File: src/rtl/watch_pkg.sv
// Shared definitions for the watch time scheduler: cursor codes, field limits,
// auto-repeat state encoding and the single-field wrap helper.
package watch_pkg;

  typedef enum logic [1:0] {
    CUR_HOUR = 2'b00,
    CUR_MIN  = 2'b01,
    CUR_SEC  = 2'b10,
    CUR_MSEC = 2'b11
  } cursor_t;

  typedef enum logic [1:0] {
    RS_IDLE   = 2'b00,
    RS_WAIT   = 2'b01,
    RS_REPEAT = 2'b10
  } rep_state_t;

  localparam logic [4:0] MAX_HOUR = 5'd23;
  localparam logic [5:0] MAX_MIN  = 6'd59;
  localparam logic [5:0] MAX_SEC  = 6'd59;
  localparam logic [6:0] MAX_MSEC = 7'd99;

  // One edit step on a field in 0..max, wrapping at both ends.
  function automatic logic [6:0] wrap_step(input logic [6:0] val,
                                           input logic [6:0] max,
                                           input logic       up);
    if (up) return (val == max) ? 7'd0 : val + 7'd1;
    else    return (val == 7'd0) ? max : val - 7'd1;
  endfunction

endpackage

File: src/rtl/watch_autorepeat.sv
// Auto-repeat for held +/- buttons: waits REP_DELAY cycles after a pulse, then
// issues one step every REP_RATE cycles while the latched button stays held.
module watch_autorepeat
  import watch_pkg::*;
#(
  parameter int REP_DELAY = 50_000_000,
  parameter int REP_RATE  = 10_000_000
) (
  input  logic clk,
  input  logic reset,
  input  logic i_inc_pulse,
  input  logic i_dec_pulse,
  input  logic i_abort,
  input  logic i_up_level,
  input  logic i_down_level,
  output logic o_step_inc,
  output logic o_step_dec,
  output logic o_repeat_active
);

  localparam int CNT_MAX = (REP_DELAY > REP_RATE) ? REP_DELAY : REP_RATE;
  localparam int CNT_W   = $clog2(CNT_MAX + 1);
  localparam logic [CNT_W-1:0] DELAY_LOAD = CNT_W'(REP_DELAY - 1);
  localparam logic [CNT_W-1:0] RATE_LOAD  = CNT_W'(REP_RATE - 1);

  rep_state_t       r_state;
  logic [CNT_W-1:0] r_cnt;
  logic             r_dir_up;
  logic             r_repeat_active;

  logic w_level;
  logic w_hold;
  logic w_any_pulse;
  logic w_fire;

  // Holding means the latched button is still down and the other one is not.
  assign w_level     = r_dir_up ? i_up_level : i_down_level;
  assign w_hold      = (r_state != RS_IDLE) && w_level && !(i_up_level && i_down_level);
  assign w_any_pulse = i_inc_pulse | i_dec_pulse;
  assign w_fire      = w_hold && (r_cnt == '0) && !i_abort && !w_any_pulse;

  assign o_step_inc      = w_fire &&  r_dir_up;
  assign o_step_dec      = w_fire && !r_dir_up;
  assign o_repeat_active = r_repeat_active;

  always_ff @(posedge clk) begin
    if (reset) begin
      r_state         <= RS_IDLE;
      r_cnt           <= '0;
      r_dir_up        <= 1'b0;
      r_repeat_active <= 1'b0;
    end else if (i_abort || (i_inc_pulse && i_dec_pulse)) begin
      r_state         <= RS_IDLE;
      r_repeat_active <= 1'b0;
    end else if (w_any_pulse) begin
      r_state         <= RS_WAIT;
      r_dir_up        <= i_inc_pulse;
      r_cnt           <= DELAY_LOAD;
      r_repeat_active <= 1'b0;
    end else if (!w_hold) begin
      r_state         <= RS_IDLE;
      r_repeat_active <= 1'b0;
    end else if (r_cnt == '0) begin
      r_state         <= RS_REPEAT;
      r_cnt           <= RATE_LOAD;
      r_repeat_active <= 1'b1;
    end else begin
      r_cnt           <= r_cnt - 1'b1;
      r_repeat_active <= (r_state == RS_REPEAT);
    end
  end

endmodule

File: src/rtl/watch_time_sched.sv
// Watch time registers with arbitration between reset_pulse, cursor edits
// (pulses and auto-repeat) and the 100 Hz tick, including a 1-deep pending tick.
module watch_time_sched
  import watch_pkg::*;
#(
  parameter int REP_DELAY = 50_000_000,
  parameter int REP_RATE  = 10_000_000,
  parameter int DEF_HOUR  = 12,
  parameter int DEF_MIN   = 0,
  parameter int DEF_SEC   = 0,
  parameter int DEF_MSEC  = 0
) (
  input  logic       clk,
  input  logic       reset,
  input  logic       i_tick_100hz,
  input  logic [1:0] i_cursor,
  input  logic       i_inc_pulse,
  input  logic       i_dec_pulse,
  input  logic       i_reset_pulse,
  input  logic       i_up_level,
  input  logic       i_down_level,
  output logic [4:0] o_hour,
  output logic [5:0] o_min,
  output logic [5:0] o_sec,
  output logic [6:0] o_msec,
  output logic       o_repeat_active,
  output logic       o_tick_overrun
);

  logic [4:0] r_hour;
  logic [5:0] r_min;
  logic [5:0] r_sec;
  logic [6:0] r_msec;
  logic       r_pending;
  logic       r_overrun;

  logic       w_step_inc;
  logic       w_step_dec;
  logic       w_inc;
  logic       w_dec;
  logic       w_edit;
  cursor_t    w_cursor;
  logic [6:0] w_sel_val;
  logic [6:0] w_sel_max;
  logic [6:0] w_edit_val;
  logic [4:0] w_t_hour;
  logic [5:0] w_t_min;
  logic [5:0] w_t_sec;
  logic [6:0] w_t_msec;

  watch_autorepeat #(
    .REP_DELAY(REP_DELAY),
    .REP_RATE (REP_RATE)
  ) u_autorepeat (
    .clk            (clk),
    .reset          (reset),
    .i_inc_pulse    (i_inc_pulse),
    .i_dec_pulse    (i_dec_pulse),
    .i_abort        (i_reset_pulse),
    .i_up_level     (i_up_level),
    .i_down_level   (i_down_level),
    .o_step_inc     (w_step_inc),
    .o_step_dec     (w_step_dec),
    .o_repeat_active(o_repeat_active)
  );

  // Simultaneous increment and decrement requests cancel to no edit at all.
  assign w_cursor = cursor_t'(i_cursor);
  assign w_inc    = i_inc_pulse | w_step_inc;
  assign w_dec    = i_dec_pulse | w_step_dec;
  assign w_edit   = w_inc ^ w_dec;

  always_comb begin
    w_sel_val = 7'd0;
    w_sel_max = 7'd0;
    case (w_cursor)
      CUR_HOUR: begin w_sel_val = {2'b00, r_hour}; w_sel_max = {2'b00, MAX_HOUR}; end
      CUR_MIN:  begin w_sel_val = {1'b0, r_min};   w_sel_max = {1'b0, MAX_MIN};   end
      CUR_SEC:  begin w_sel_val = {1'b0, r_sec};   w_sel_max = {1'b0, MAX_SEC};   end
      CUR_MSEC: begin w_sel_val = r_msec;          w_sel_max = MAX_MSEC;          end
    endcase
    w_edit_val = wrap_step(w_sel_val, w_sel_max, w_inc);
  end

  // Full carry chain of a tick, resolved within one cycle.
  always_comb begin
    w_t_hour = r_hour;
    w_t_min  = r_min;
    w_t_sec  = r_sec;
    w_t_msec = r_msec + 7'd1;
    if (r_msec == MAX_MSEC) begin
      w_t_msec = 7'd0;
      w_t_sec  = r_sec + 6'd1;
      if (r_sec == MAX_SEC) begin
        w_t_sec = 6'd0;
        w_t_min = r_min + 6'd1;
        if (r_min == MAX_MIN) begin
          w_t_min  = 6'd0;
          w_t_hour = (r_hour == MAX_HOUR) ? 5'd0 : r_hour + 5'd1;
        end
      end
    end
  end

  always_ff @(posedge clk) begin
    if (reset) begin
      r_hour    <= 5'(DEF_HOUR);
      r_min     <= 6'(DEF_MIN);
      r_sec     <= 6'(DEF_SEC);
      r_msec    <= 7'(DEF_MSEC);
      r_pending <= 1'b0;
      r_overrun <= 1'b0;
    end else if (i_reset_pulse) begin
      r_hour    <= 5'(DEF_HOUR);
      r_min     <= 6'(DEF_MIN);
      r_sec     <= 6'(DEF_SEC);
      r_msec    <= 7'(DEF_MSEC);
      r_pending <= i_tick_100hz;
    end else if (w_edit) begin
      case (w_cursor)
        CUR_HOUR: r_hour <= w_edit_val[4:0];
        CUR_MIN:  r_min  <= w_edit_val[5:0];
        CUR_SEC:  r_sec  <= w_edit_val[5:0];
        CUR_MSEC: r_msec <= w_edit_val;
      endcase
      if (i_tick_100hz) begin
        if (r_pending) r_overrun <= 1'b1;
        r_pending <= 1'b1;
      end
    end else if (i_tick_100hz || r_pending) begin
      r_hour    <= w_t_hour;
      r_min     <= w_t_min;
      r_sec     <= w_t_sec;
      r_msec    <= w_t_msec;
      r_pending <= 1'b0;
      if (i_tick_100hz && r_pending) r_overrun <= 1'b1;
    end
  end

  assign o_hour         = r_hour;
  assign o_min          = r_min;
  assign o_sec          = r_sec;
  assign o_msec         = r_msec;
  assign o_tick_overrun = r_overrun;

endmodule

File: config.mk
export PLATFORM = sky130hd
export DESIGN_NAME = watch_time_sched
export DESIGN_NICKNAME = d
export VERILOG_FILES = /design/src/rtl/watch_pkg.sv /design/src/rtl/watch_autorepeat.sv /design/src/rtl/watch_time_sched.sv
export SDC_FILE = /design/constraint.sdc
export NUM_CORES = 1
export LEC_CHECK = 0
export BUFFER_PORTS_ARGS = -buffer_cell sky130_fd_sc_hd__buf_2
export CAP_MARGIN = 20
export CORE_ASPECT_RATIO = 1.1
export CORE_MARGIN = 2
export CORE_UTILIZATION = 28
export CTS_BUF_LIST = sky130_fd_sc_hd__clkbuf_2
export CTS_CLUSTER_SIZE = 12
export DETAILED_ROUTE_END_ITERATION = 12
export PLACE_DENSITY = 0.56
export SETUP_SLACK_MARGIN = 0.4
export SYNTH_ARGS = -nofsm -noshare
export SYNTH_HDL_FRONTEND = slang
export SYNTH_SLANG_ARGS = --single-unit
File: constraint.sdc
create_clock -name clk -period 4.4 [get_ports clk]
set_input_delay 0.66 -clock clk [delete_from_list [all_inputs] [get_ports clk]]
set_output_delay 0.66 -clock clk [all_outputs]
set_load 0.05 [all_outputs]
# --- Word level (Yosys, flattened, before mapping) ---
# Index checks and enable logic that the tools add are counted.
classes:
  addsub: 7
  eq_ne: 17
  n_mux: 44
  n_bitwise: 7
  n_reduce_logical: 39
op_table:
  columns: ["op", "n"]
  rows:
  - ["$mux 26", 3]
  - ["$mux 6", 11]
  - ["$mux 7", 7]
  - ["$mux 5", 7]
  - ["$pmux 7 s4", 1]
  - ["$logic_not 26->1", 1]
  - ["$sub 26x1->26 const B", 1]
  - ["$pmux 7 s3", 1]
  - ["$add 7x1->7 const B", 2]
  - ["$mux 1", 14]
  - ["$reduce_bool 2->1", 7]
  - ["$add 6x1->6 const B", 2]
  - ["$eq 6x6->1 const B", 2]
  - ["$logic_and 1x1->1", 10]
  - ["$reduce_and 5->1", 2]
  - ["$ne 2x1->1 const B", 4]
  - ["$reduce_and 2->1", 4]
  - ["$eq 7x7->1", 1]
  - ["$eq 7x7->1 const B", 1]
  - ["$logic_not 7->1", 1]
  - ["$sub 7x1->7 const B", 1]
  - ["$eq 2x2->1 const B", 3]
  - ["$ne 3x3->1 const B", 2]
  - ["$reduce_or 2->1", 3]
  - ["14 further kinds", 23]
word_totals:
  register_bits: 56
  in_bits: 10
  output_inout_bits: 26
  wordCells: 125

# --- Logic depth before layout (Yosys ltp) ---
# Gate-level depths: netlist (run 1).
logic_depth:
  ltp_word: 11
  mapped_depth: 14
  depth_no_buf: 13

# --- Modules after synthesis ---
# Synthesis (run 1) repeated with hierarchy kept, for this count alone.
unflattened:
  cells_unflattened: 519
  hier_area_um2: 4006.3
modules_own_cells:
  columns: ["module", "n_inst", "cells_per_inst", "area_each_um2", "seq_area_each_um2"]
  rows:
  - ["watch_time_sched", 1, 301, 2249.7, 520.5]
  - ["watch_autorepeat", 1, 218, 1756.7, 600.6]

# --- Worst setup path after synthesis (run 1) ---
# Ideal clock, no wire load.
synth_timing:
  path_type: "input to register"
  startpoint: "input i_cursor[0]"
  endpoint: "register r_min[3], in the netlist o_min[3]"
  setup_ns: 0.122
  t_arrival_ns: 3.202
  required_ns: 4.278
  setup_slack_ns: 1.076
  cell_stages: 12
  n_path_buf: 1
  path_cell_list: "ha_1 buf_6 a222oi_1 mux2i_1 inv_1 ha_1 nand2_1 or3_1 a31o_1 a32oi_2 nor2_2 o311a_1"
synth_via:
  elab_chain_cells: 8
  elab_cells_between_ends: 18
  cone_classes: "2 x add/sub; 5 x eq/ne; 7 x mux; 4 x reduce/logical"
synth_rtl:
  columns: ["element", "line", "source"]
  rows:
  - ["start, declared", "watch_time_sched.sv:16", "input logic [1:0] i_cursor,"]
  - ["parallel branches: the longest is 8 deep, another holds $sub 7x1->7", null, null]
  - ["end signal, assigned", "watch_time_sched.sv:115", "r_min <= 6'(DEF_MIN);"]
  - ["end signal, assigned", "watch_time_sched.sv:122", "CUR_MIN: r_min <= w_edit_val[5:0];"]
  - ["end signal, assigned", "watch_time_sched.sv:132", "r_min <= w_t_min;"]
  - ["end, declared", "watch_time_sched.sv:31", "logic [5:0] r_min;"]
# Parallel ways; which one is timed is not known. The select of a mux whose other input is x is not followed.
# A chain may end at the register's enable or synchronous reset.

# --- Final worst setup path (run 1) ---
layout_timing:
  startpoint: "input i_cursor[0]"
  endpoint: "register r_sec[5], in the netlist o_sec[5]"
layout_via:
  elab_chain_cells: 8
  elab_cells_between_ends: 18
  cone_classes: "2 x add/sub; 5 x eq/ne; 7 x mux; 4 x reduce/logical"
layout_rtl:
  columns: ["element", "line", "source"]
  rows:
  - ["parallel branches: the longest is 8 deep, another holds $sub 7x1->7", null, null]
  - ["end signal, assigned", "watch_time_sched.sv:116", "r_sec <= 6'(DEF_SEC);"]
  - ["end signal, assigned", "watch_time_sched.sv:123", "CUR_SEC: r_sec <= w_edit_val[5:0];"]
  - ["end signal, assigned", "watch_time_sched.sv:133", "r_sec <= w_t_sec;"]
  - ["end, declared", "watch_time_sched.sv:32", "logic [5:0] r_sec;"]
# Parallel ways; which one is timed is not known. The select of a mux whose other input is x is not followed.

==> results by group, run 1 <==
Placement
  • Gpl congestion: between 0.8 and 0.9
  • Inst Count DP: around 750
  • Detailed placer's ending HPWL: ~10000 um
  • PortBufs: 35
  • Pre-CTS setup slack: just over 500 ps

Floorplan
  • Starting density of the core: 0.286
  • Placement Rows: between 40 and 50
  • Die W: about 120 um
  • DIE HEIGHT: around 130 um
  • I/O Pins: 36
  • Die area: approximately 0.016 mm^2
  • Core ar.: 0.0143 mm^2

Yosys
  • Post-Syn Instances: 536
  • EDFF count, synth: 0
  • Area contributors post-synth: dfxtp_1, nor2_1, a21oi_1
  • FF+latch count, synth: 56
  • Yosys cell types: 84
  • Syn Area/Cell: between 7 and 8 um^2
  • Part of the Yosys area used for sequential elements: 0.274
  • Synth top area share: 0.274
  • Primary FF master, synth: dfxtp_1
  • Asr flop ratio synth: 0
  • Syn nets: ~560
  • Biggest area consumer among synthesized cells: dfxtp_1
  • YS warnings: 0
  • Syn Std Cell Area: ~0.0041 mm^2

Route
  • WL final: ~13000 um
  • Detail Route Antenna Nets: 0
  • Drt first pass iters: 7
  • DRC: 0
  • Routed vias/inst: between 5 and 6
  • Per-cell routed wire length: between 15 and 20 um
  • DR vias: ~4400
  • Initial drt markers: 394

Critical path
  • Worst path cell trace: buf_2 -> ha_1 -> a222oi_1 -> mux2i_1 -> inv_1 -> ha_1 -> nand2_1 -> a211o_1 -> a31oi_1 -> a21oi_1 -> a211oi_1 -> o32ai_1
  • Most Frequent Cell on Critical Path: ha_1
  • Delay-heaviest family, CP: compound AO/OA/AOI/OAI gates
  • CP bufs+invs: 2
  • Crit path largest cell delay: roughly 640 ps
  • Startpoint types: input port
  • CP arrival: roughly 3800 ps
  • Crit-path max FO: 11
  • Setup CP Type: input port to flop
  • Crit end category: flop
  • Critical path required time: approximately 4800 ps
  • CP max stage cell: a222oi_1

Status
  • Outcome: complete, no violations

Clock network
  • Clock Latency Late Sink: 480 ps
  • Cts hold-fix bufs: 0
  • CTS tree: done
  • CTS Root Cell: clkbuf_2
  • Inserted Clock Buffers: 5
  • CTS Sinks: 56
  • Buffer depth of the longest clock path: 2
  • PostCTS Resize Cnt: 0
  • H-tree depth: 2
  • Clock input transition at the sequential cells of the worst setup and hold paths: 290 ps
  • Post-CTS setup repair buffer count: 0

Cells and area
  • Area occupied by multi-input gates: ~0.0028 mm^2
  • Share of cells above drive strength 1: 0.138
  • # fillers: 1534
  • NumNets Final: just under 600
  • Sequential Area: ~0.0011 mm^2
  • Synthesis-to-layout area growth: 9.78%
  • Fin cells: between 700 and 800

Pwr
  • Worst vdd ir: ~120 uV
  • Leak: between 1.5 and 2 nW
  • PwrDens: 251 mW/mm^2

STA
  • Slew @ Worst Pin: roughly 860 ps
  • Max Clock Skew: 21.1 ps
  • # setup viols final: 0
  • Hold Worst Slack: about 420 ps
  • Min Tclk post-route: about 3400 ps
  • Final Slew Violations: 0
  • Max Fclk: between 0.2 and 0.3 GHz
  • Final period util: 0.776
  • Final Hold Vio Count: 0
  • Final WS setup: ~1000 ps
  • Max-slew headroom: 0.420
  • RSZ-0062 raised after global routing: false
  • Setup TNS: 0 ps

Global routing
  • Initial antenna violation count: 1
  • GRT Util Overall: 0.173
  • Gr ovfl total: 0
  • Largest net degree at the start of global routing: 34
  • Global-route wire length before repair: between 20000 and 25000 um
  • Number of global-route vias before repair: 4167

Min path
  • Hold crit path type: input port to flop

Flow run
  • MaxCap Viol Count: 0
[per-layer routing]
metal / routed length [um] / GRT usage / vias up
li1: - / - / 2112
met1: 5860 / 0.221 / 2075
met2: 6290 / 0.292 / 152
met3: 752 / 0.0239 / 23
met4: 385 / 0.0756 / 0
met5: 0 / 0 / -
[power breakdown]
group	internal, mW	leakage (nW)	switching (mW)
combinational	0.114	1.18	0.230
sequential	0.533	0.457	0.0352
clock	0.0394	0.0266	0.176
total	0.687	1.67	0.441
[cell families (layout without fill, tap and decap cells)]
group / Yosys count / count (layout) / synth area share
compound gates: 185 / 185 / 0.320
xor+xnor: 6 / 6 / 0.0128
fa+ha+maj: 13 / 13 / 0.0397
buf+inv: 43 / 71 / 0.0511
flops: 56 / 56 / 0.274
mux: 5 / 5 / 0.0125
other cells: 0 / 1 / 0
simple gates: 228 / 228 / 0.290
[flip-flops by register name, indices dropped and copies added, names as in the netlist]
signal / count
o_min: 6
u_autorepeat.r_state: 2
o_msec: 7
o_tick_overrun: 1
o_hour: 5
u_autorepeat.o_repeat_active: 1
u_autorepeat.r_dir_up: 1
o_sec: 6
u_autorepeat.r_cnt: 26
r_pending: 1
[tightest hold or removal path, stage by stage]
cell,delay (ps)
buf_2,100
a21oi_1,60
nor2_1,70
[Yosys cell counts (all sizes together) (3+ instances only)]
cell / n
or4: 7
buf: 9
nor3b: 6
a311oi: 8
dfxtp: 56
nor2: 68
a22oi: 4
nand4: 9
nor2b: 6
nand2b: 4
a41oi: 5
o21a: 6
inv: 16
o21ai: 41
a211oi: 7
mux2i: 4
a211o: 4
or2: 4
nand3: 28
nor4: 9
o211ai: 7
ha: 13
nor3: 19
nand2: 34
clkbuf: 18
xnor2: 4
a31oi: 17
a31o: 3
a222oi: 4
a21oi: 38
o31a: 4
nand3b: 7
and2: 6
o311ai: 3
o31ai: 7
and3: 6
or3: 3
[area by class of cell]
cell class,count,area share
Timing Repair Buffer,47,0.0590
Clock buffer,6,0.00668
Clock inverter,2,0.00251
Inverter,16,0.0134
Multi-Input combinational cell,437,0.615
Sequential cell,56,0.250
Tap cell,192,0.0535
Antenna cell,1,0.000557
[path summary, 6_finish.rpt]
kind | from | end | slack [ps] | cells after the start
hold reg to reg | u_autorepeat.r_cnt[24] | u_autorepeat.r_cnt[24] | 500 | 2
setup reg to reg | u_autorepeat.r_cnt[16] | o_msec[2] | 1120 | 7
hold / removal | i_tick_100hz | o_tick_overrun | 420 | 3
setup / recovery | i_cursor[0] | o_sec[5] | 990 | 12
[cells in the final DEF (no fill, tap or decap), drive strengths merged, types with 6 or more instances in the layout]
master / instances
nor2: 68
dfxtp: 56
buf: 47
o21ai: 41
a21oi: 38
nand2: 34
nand3: 28
nor3: 19
a31oi: 17
inv: 16
ha: 13
nor4: 9
nand4: 9
a311oi: 8
nand3b: 7
or4: 7
a211oi: 7
o31ai: 7
o211ai: 7
o21a: 6
nor3b: 6
nor2b: 6
and3: 6
clkbuf: 6
and2: 6
[metrics by stage]
step	util	cell area [um^2]	total power, mW
CTS	0.313	4490	1.13
detailed placement	0.310	4450	0.915
finish	0.314	4490	1.13
floorplan	-	4090	0.826
global placement	0.310	4450	0.913
global route	0.314	4490	1.19
Power figures use the tool's default switching activity.
==> run 2: changes to the inputs <==
--- a/config.mk
+++ b/config.mk
@@ -13,7 +13,7 @@
 export CTS_BUF_LIST = sky130_fd_sc_hd__clkbuf_2
 export CTS_CLUSTER_SIZE = 12
 export DETAILED_ROUTE_END_ITERATION = 12
-export PLACE_DENSITY = 0.56
+export PLACE_DENSITY = 0.57
 export SETUP_SLACK_MARGIN = 0.4
 export SYNTH_ARGS = -nofsm -noshare
 export SYNTH_HDL_FRONTEND = slang
==> constraint.sdc (replaced) <==
create_clock -name clk -period 2.8 [get_ports clk]
set_input_delay 0.42 -clock clk [delete_from_list [all_inputs] [get_ports clk]]
set_output_delay 0.42 -clock clk [all_outputs]
set_load 0.05 [all_outputs]
==> run 2 against run 1 <==
Sequential share of layout area decreased by 5.7 points; final cell count is 16% higher; critical path depth up 4; hold slack got worse by 210 ps; flip-flop and latch count is the same; via count grew 15%; design area is 33% higher; sequential power rose by 55%.
==> results by group, run 2 (synthesis results as in run 1) <==
Status
  • Outcome: complete, no violations

Critical path
  • Crit path from: i_cursor[1]
  • CP arrival: ~3200 ps
  • Critical R2R Launch: o_msec[0]
  • Crit-path max FO: 7
  • Startpoint types: input port
  • R2R depth: 13
  • Critical path required time: between 3000 and 4000 ps
  • Crit end category: flop
  • RR Endpoint: o_min[4]
  • R2R Setup Slk: roughly 100 ps
  • Setup CP Type: input port to flop

Placement
  • Inst Count DP: 843
  • Pre-CTS setup slack: -603 ps
  • PortBufs: 35
  • Detailed placer's ending HPWL: roughly 11000 um
  • Gpl congestion: between 0.9 and 1

Route
  • Initial drt markers: around 370
  • Routed vias/inst: between 5 and 6
  • WL final: between 15000 and 20000 um
  • Per-cell routed wire length: 17.6 um
  • DR vias: roughly 5000
  • Drt first pass iters: 5
  • DRC: 0
  • Detail Route Antenna Nets: 0

Cells and area
  • ANT cells: 0
  • # fillers: roughly 1400
  • Largest register FFs: 26
  • Fin cells: 880
  • NumNets Final: around 710
  • Top reg by flops: u_autorepeat.r_cnt
  • Commonest cells after routing, fill and taps aside: buf_4, nor2_1, dfxtp_1
  • Most common cell after layout, fill and taps aside: buf_4
  • Share of cells above drive strength 1: 0.407
  • Synthesis-to-layout area growth: 45.6%

Global routing
  • Met2 GRT Util: 0.353
  • Global route hottest layer: met2
  • Largest net degree at the start of global routing: 34
  • Number of global-route vias before repair: a little under 5000
  • Met1 Use GR: 0.228
  • Initial antenna violation count: 0
  • Global-route wire length before repair: 24500 um
  • Gr ovfl total: 0
  • GRT Util Overall: 0.195
  • M3 GR Usage: 0.0291

STA
  • Final Slew Violations: 0
  • Final Hold Vio Count: 0
  • Final WS setup: between 70 and 80 ps
  • # setup viols final: 0
  • Slew @ Worst Pin: about 700 ps
  • Hold Worst Slack: 211 ps
  • Max Clock Skew: 28.5 ps
  • Max-slew headroom: 0.540
  • Max Fclk: around 0.37 GHz
  • RSZ-0062 raised after global routing: true
  • Min Tclk post-route: about 2700 ps
  • Final period util: 0.972

Floorplan
  • I/O Pins: 36
  • Core ar.: between 0.01 and 0.015 mm^2
  • Die area: about 0.016 mm^2
  • DIE HEIGHT: about 130 um
  • Die W: 119 um
  • Placement Rows: 46
  • Starting density of the core: 0.286

Flow run
  • MaxCap Viol Count: 0

Min path
  • Hold Crit Depth: 3
  • Hold crit path type: input port to flop
  • Min-delay src: i_tick_100hz
  • Hold endpoint: o_tick_overrun

Clock network
  • Cts hold-fix bufs: 0
  • Clock Latency Late Sink: 480 ps
  • H-tree depth: 2
  • Clock input transition at the sequential cells of the worst setup and hold paths: roughly 300 ps
  • Buffer depth of the longest clock path: 2
  • CTS Root Cell: clkbuf_2
  • Inserted Clock Buffers: 5
  • CTS Sinks: 56
  • CTS tree: done

Pwr
  • PwrDens: 350 mW/mm^2
  • Power, Total: 2.08 mW
  • Leak: between 2 and 2.5 nW
  • Worst vdd ir: around 180 uV
-- run 2: worst max path at each step --
| stage | end | slack [ps] | cells past startpoint |
|---|---|---|---|
| finish | o_sec[5] | 80 | 16 |
| CTS | o_min[3] | 130 | 12 |
| floorplan | o_min[3] | -150 | 12 |
| global route | o_min[4] | -80 | 13 |
| detailed placement | o_sec[2] | -600 | 13 |
| global placement | o_sec[2] | -560 | 13 |
-- run 2: power by group --
group / internal [mW] / total [mW] / leakage (nW) / switching (mW)
Combinational: 0.391 / 0.878 / 1.91 / 0.487
Clock: 0.0593 / 0.323 / 0.0288 / 0.264
Sequential: 0.837 / 0.883 / 0.464 / 0.0460
-- run 2: stage by stage --
step	util	setup TNS, ps	instance area [um^2]
after detailed placement	0.368	-10730	5280
after CTS	0.397	0	5690
after global routing	0.416	-224	5960
final	0.416	0	5960
after floorplan	-	-417	4200
after global placement	0.368	-9590	5280
-- run 2: layout make-up --
cell class / count / area [um^2] / area share
multi-input combinational: 437 / 3200 / 0.537
timing repair buffer: 172 / 1260 / 0.212
clock inverter: 1 / 5.00 / 0.000840
sequential: 56 / 1150 / 0.192
tap: 192 / 240 / 0.0403
clock buffer: 6 / 30.0 / 0.00504
inverter: 16 / 75.1 / 0.0126
-- run 2: timing repair --
action / CTS / global route
gates resized for setup: 69 / 32
pin swaps: 32 / 25
endpoints found under the setup margin: 45 / 38
buffers inserted: 16 / 14
-- run 2: per-layer routing --
layer | routed length [um] | share of wire
met1 | 6210 | 0.40
met2 | 7780 | 0.50
met3 | 797 | 0.052
met4 | 666 | 0.043
met5 | 0 | 0
-- run 2: worst max-delay path, stage by stage --
cell,delay [ps]
buf_4,160
inv_12,60
buf_4,90
ha_1,240
buf_4,190
buf_4,120
nand2b_1,60
a21boi_0,130
buf_4,190
buf_4,150
nor3_1,470
a41oi_1,230
a21oi_2,180
a211oi_2,40
buf_4,170
o32ai_1,250
==> run 3: changes to the inputs <==
--- a/config.mk
+++ b/config.mk
@@ -8,7 +8,6 @@
 export BUFFER_PORTS_ARGS = -buffer_cell sky130_fd_sc_hd__buf_2
 export CAP_MARGIN = 20
 export CORE_ASPECT_RATIO = 1.1
-export CORE_MARGIN = 2
 export CORE_UTILIZATION = 28
 export CTS_BUF_LIST = sky130_fd_sc_hd__clkbuf_2
 export CTS_CLUSTER_SIZE = 12
==> constraint.sdc (replaced) <==
create_clock -name clk -period 2.4 [get_ports clk]
set_input_delay 0.36 -clock clk [delete_from_list [all_inputs] [get_ports clk]]
set_output_delay 0.36 -clock clk [all_outputs]
set_load 0.05 [all_outputs]
==> run 3 against run 2 <==
Largest power group is now combinational cells; design area rose by 8.3%; clock power rose by 20%; final cell count rose by 5.0%; sequential power rose by 16%; hold slack got worse by 89 ps; non-clock buffer count rose by 48; total power rose by 23%; the flow now finishes with violations (negative setup slack); routed wire length rose by 4.9%.
==> results by group, run 3 (synthesis results as in run 1) <==
Floorplan
  • Die area: 0.0151 mm^2
  • Core ar.: approximately 0.014 mm^2
  • Starting density of the core: 0.292
  • DIE HEIGHT: 129 um
  • Placement Rows: 45
  • Die W: 117 um
  • I/O Pins: 36

Critical path
  • CP bufs+invs: 3
  • CP arrival: between 3000 and 4000 ps
  • Crit-path max FO: 3
  • Startpoint types: flop
  • Worst path cell trace: a222oi_1 -> buf_4 -> mux2i_4 -> inv_2 -> ha_4 -> buf_6 -> o211ai_1 -> a211oi_2 -> o221ai_2 -> a2bb2oi_2 -> or4_1 -> nand3_1
  • Crit end category: flop
  • Crit path from: o_msec[0]
  • Critical R2R Launch: o_msec[0]
  • Critical path required time: 2860 ps
  • Crit path largest cell delay: ~400 ps
  • CP max stage cell: dfxtp_2
  • Delay-heaviest family, CP: compound AO/OA/AOI/OAI gates
  • Setup CP Type: flop to flop

Route
  • WL final: ~16000 um
  • Routed vias/inst: roughly 5.6
  • Initial drt markers: 350
  • Per-cell routed wire length: 17.5 um
  • Detail Route Antenna Nets: 0
  • Drt first pass iters: 4
  • DR vias: around 5200
  • Routed wl met3: between 900 and 1000 um
  • Routed wire length on met2: 7750 um
  • DRC: 0
  • Top Layer Used: met4
  • Metal-1 WL: around 6700 um

Cells and area
  • Top reg by flops: u_autorepeat.r_cnt
  • Commonest cells after routing, fill and taps aside: buf_4, nor2_1, dfxtp_1
  • ANT cells: 0
  • Synthesis-to-layout area growth: 57.6%
  • Fin cells: between 900 and 1000
  • Share of cells above drive strength 1: 0.467
  • Sequential Area: between 0.001 and 0.0015 mm^2
  • NumNets Final: around 760
  • Final Cell Area: between 0.006 and 0.007 mm^2
  • # fillers: approximately 1300
  • Final Util: 0.460
  • Largest register FFs: 26
  • Most common cell after layout, fill and taps aside: buf_4
  • Area occupied by multi-input gates: approximately 0.0033 mm^2

STA
  • Final Hold Vio Count: 0
  • # setup viols final: 22
  • Max-slew headroom: 0.623
  • RSZ-0062 raised after global routing: true
  • Final Slew Violations: 0
  • Min Tclk post-route: around 2600 ps
  • Max Clock Skew: 22.6 ps
  • Final period util: 1.07
  • Setup TNS: -1790 ps
  • Max Fclk: around 0.39 GHz
  • Slew @ Worst Pin: 562 ps
  • Final WS setup: -162 ps

Status
  • Outcome: finished with violations
  • Failing checks: negative setup slack

Placement
  • PortBufs: 35
  • Inst Count DP: slightly below 900
  • Detailed placer's ending HPWL: roughly 12000 um
  • Placed Instance Area: 0.00566 mm^2
  • Gpl congestion: between 0.9 and 1

Clock network
  • Buffer depth of the longest clock path: 2
  • Clock Latency Late Sink: 490 ps
  • CTS tree: done
  • CTS Root Cell: clkbuf_2
  • H-tree depth: 2
  • Inserted Clock Buffers: 5
  • CTS Sinks: 56
  • Clock input transition at the sequential cells of the worst setup and hold paths: roughly 290 ps

Global routing
  • Global-route wire length before repair: 25300 um
  • Number of global-route vias before repair: 5071
  • Initial antenna violation count: 0
  • Largest net degree at the start of global routing: 33
  • Gr ovfl total: 0
  • GRT Util Overall: 0.216

Pwr
  • Worst vdd ir: around 260 uV
  • Leak: approximately 2.7 nW
  • PwrDens: between 300 and 400 mW/mm^2
  • Power, Total: 2.57 mW

Min path
  • Hold crit path type: input port to flop
  • Min-delay src: i_tick_100hz

Flow run
  • MaxCap Viol Count: 0
## run 3: changes by cell type in the layout (fill, tap and decap cells not counted), sizes merged
cell / before / now
buf: 172 / 220
clkbuf: 6 / 5
clkinvlp: 0 / 1
## run 3: per-stage QoR
step | setup slack [ps] | hold WS [ps]
3_5_place_dp | -835 | 456
6_report | -162 | 121
4_1_cts | -123 | 96.6
3_3_place_gp | -777 | 449
2_1_floorplan | -490 | 450
5_1_grt | -294 | 81.3
## run 3: final timing paths
path / to / slack (ps) / cells after the start
max: o_min[4] / -160 / 12
min: o_tick_overrun / 120 / 3
max reg2reg: o_min[4] / -160 / 12
min reg2reg: o_tick_overrun / 500 / 2
## run 3: cell type report
type	count	area share
multi-input combinational	437	0.515
timing repair buffer	220	0.254
sequential	56	0.177
tap	188	0.0365
inverter	16	0.0113
clock buffer	5	0.00388
clock inverter	2	0.00194
## run 3: timing repair
| action | in CTS | in global routing |
|---|---|---|
| setup endpoints to repair | 46 | 49 |
| hold buffers | 0 | 0 |
| pin swaps | 37 | 31 |
| resized for setup | 72 | 47 |
| setup buffers | 24 | 11 |
## run 3: report_power, final
| part | leakage (nW) | total, mW | switching [mW] | internal (mW) |
|---|---|---|---|---|
| clock | 0.0248 | 0.387 | 0.323 | 0.0639 |
| sequential | 0.464 | 1.02 | 0.0435 | 0.980 |
| combinational | 2.17 | 1.16 | 0.622 | 0.534 |
| total | 2.66 | 2.57 | 0.988 | 1.58 |
## run 3: layer usage
layer | track usage | up-vias
met1 | 0.262 | 2488
met2 | 0.370 | 204
met4 | 0.101 | 0
met3 | 0.0344 | 57
met5 | 0 | -
li1 | - | 2459
## run 3: worst register-to-register path, cell delays in order, from the launching register on
cell and delay, ps:
dfxtp_2 400, a222oi_1 320, buf_4 190, mux2i_4 80, inv_2 110, ha_4 160
buf_6 90, o211ai_1 120, a211oi_2 310, o221ai_2 140, a2bb2oi_2 170, or4_1 400
nand3_1 80
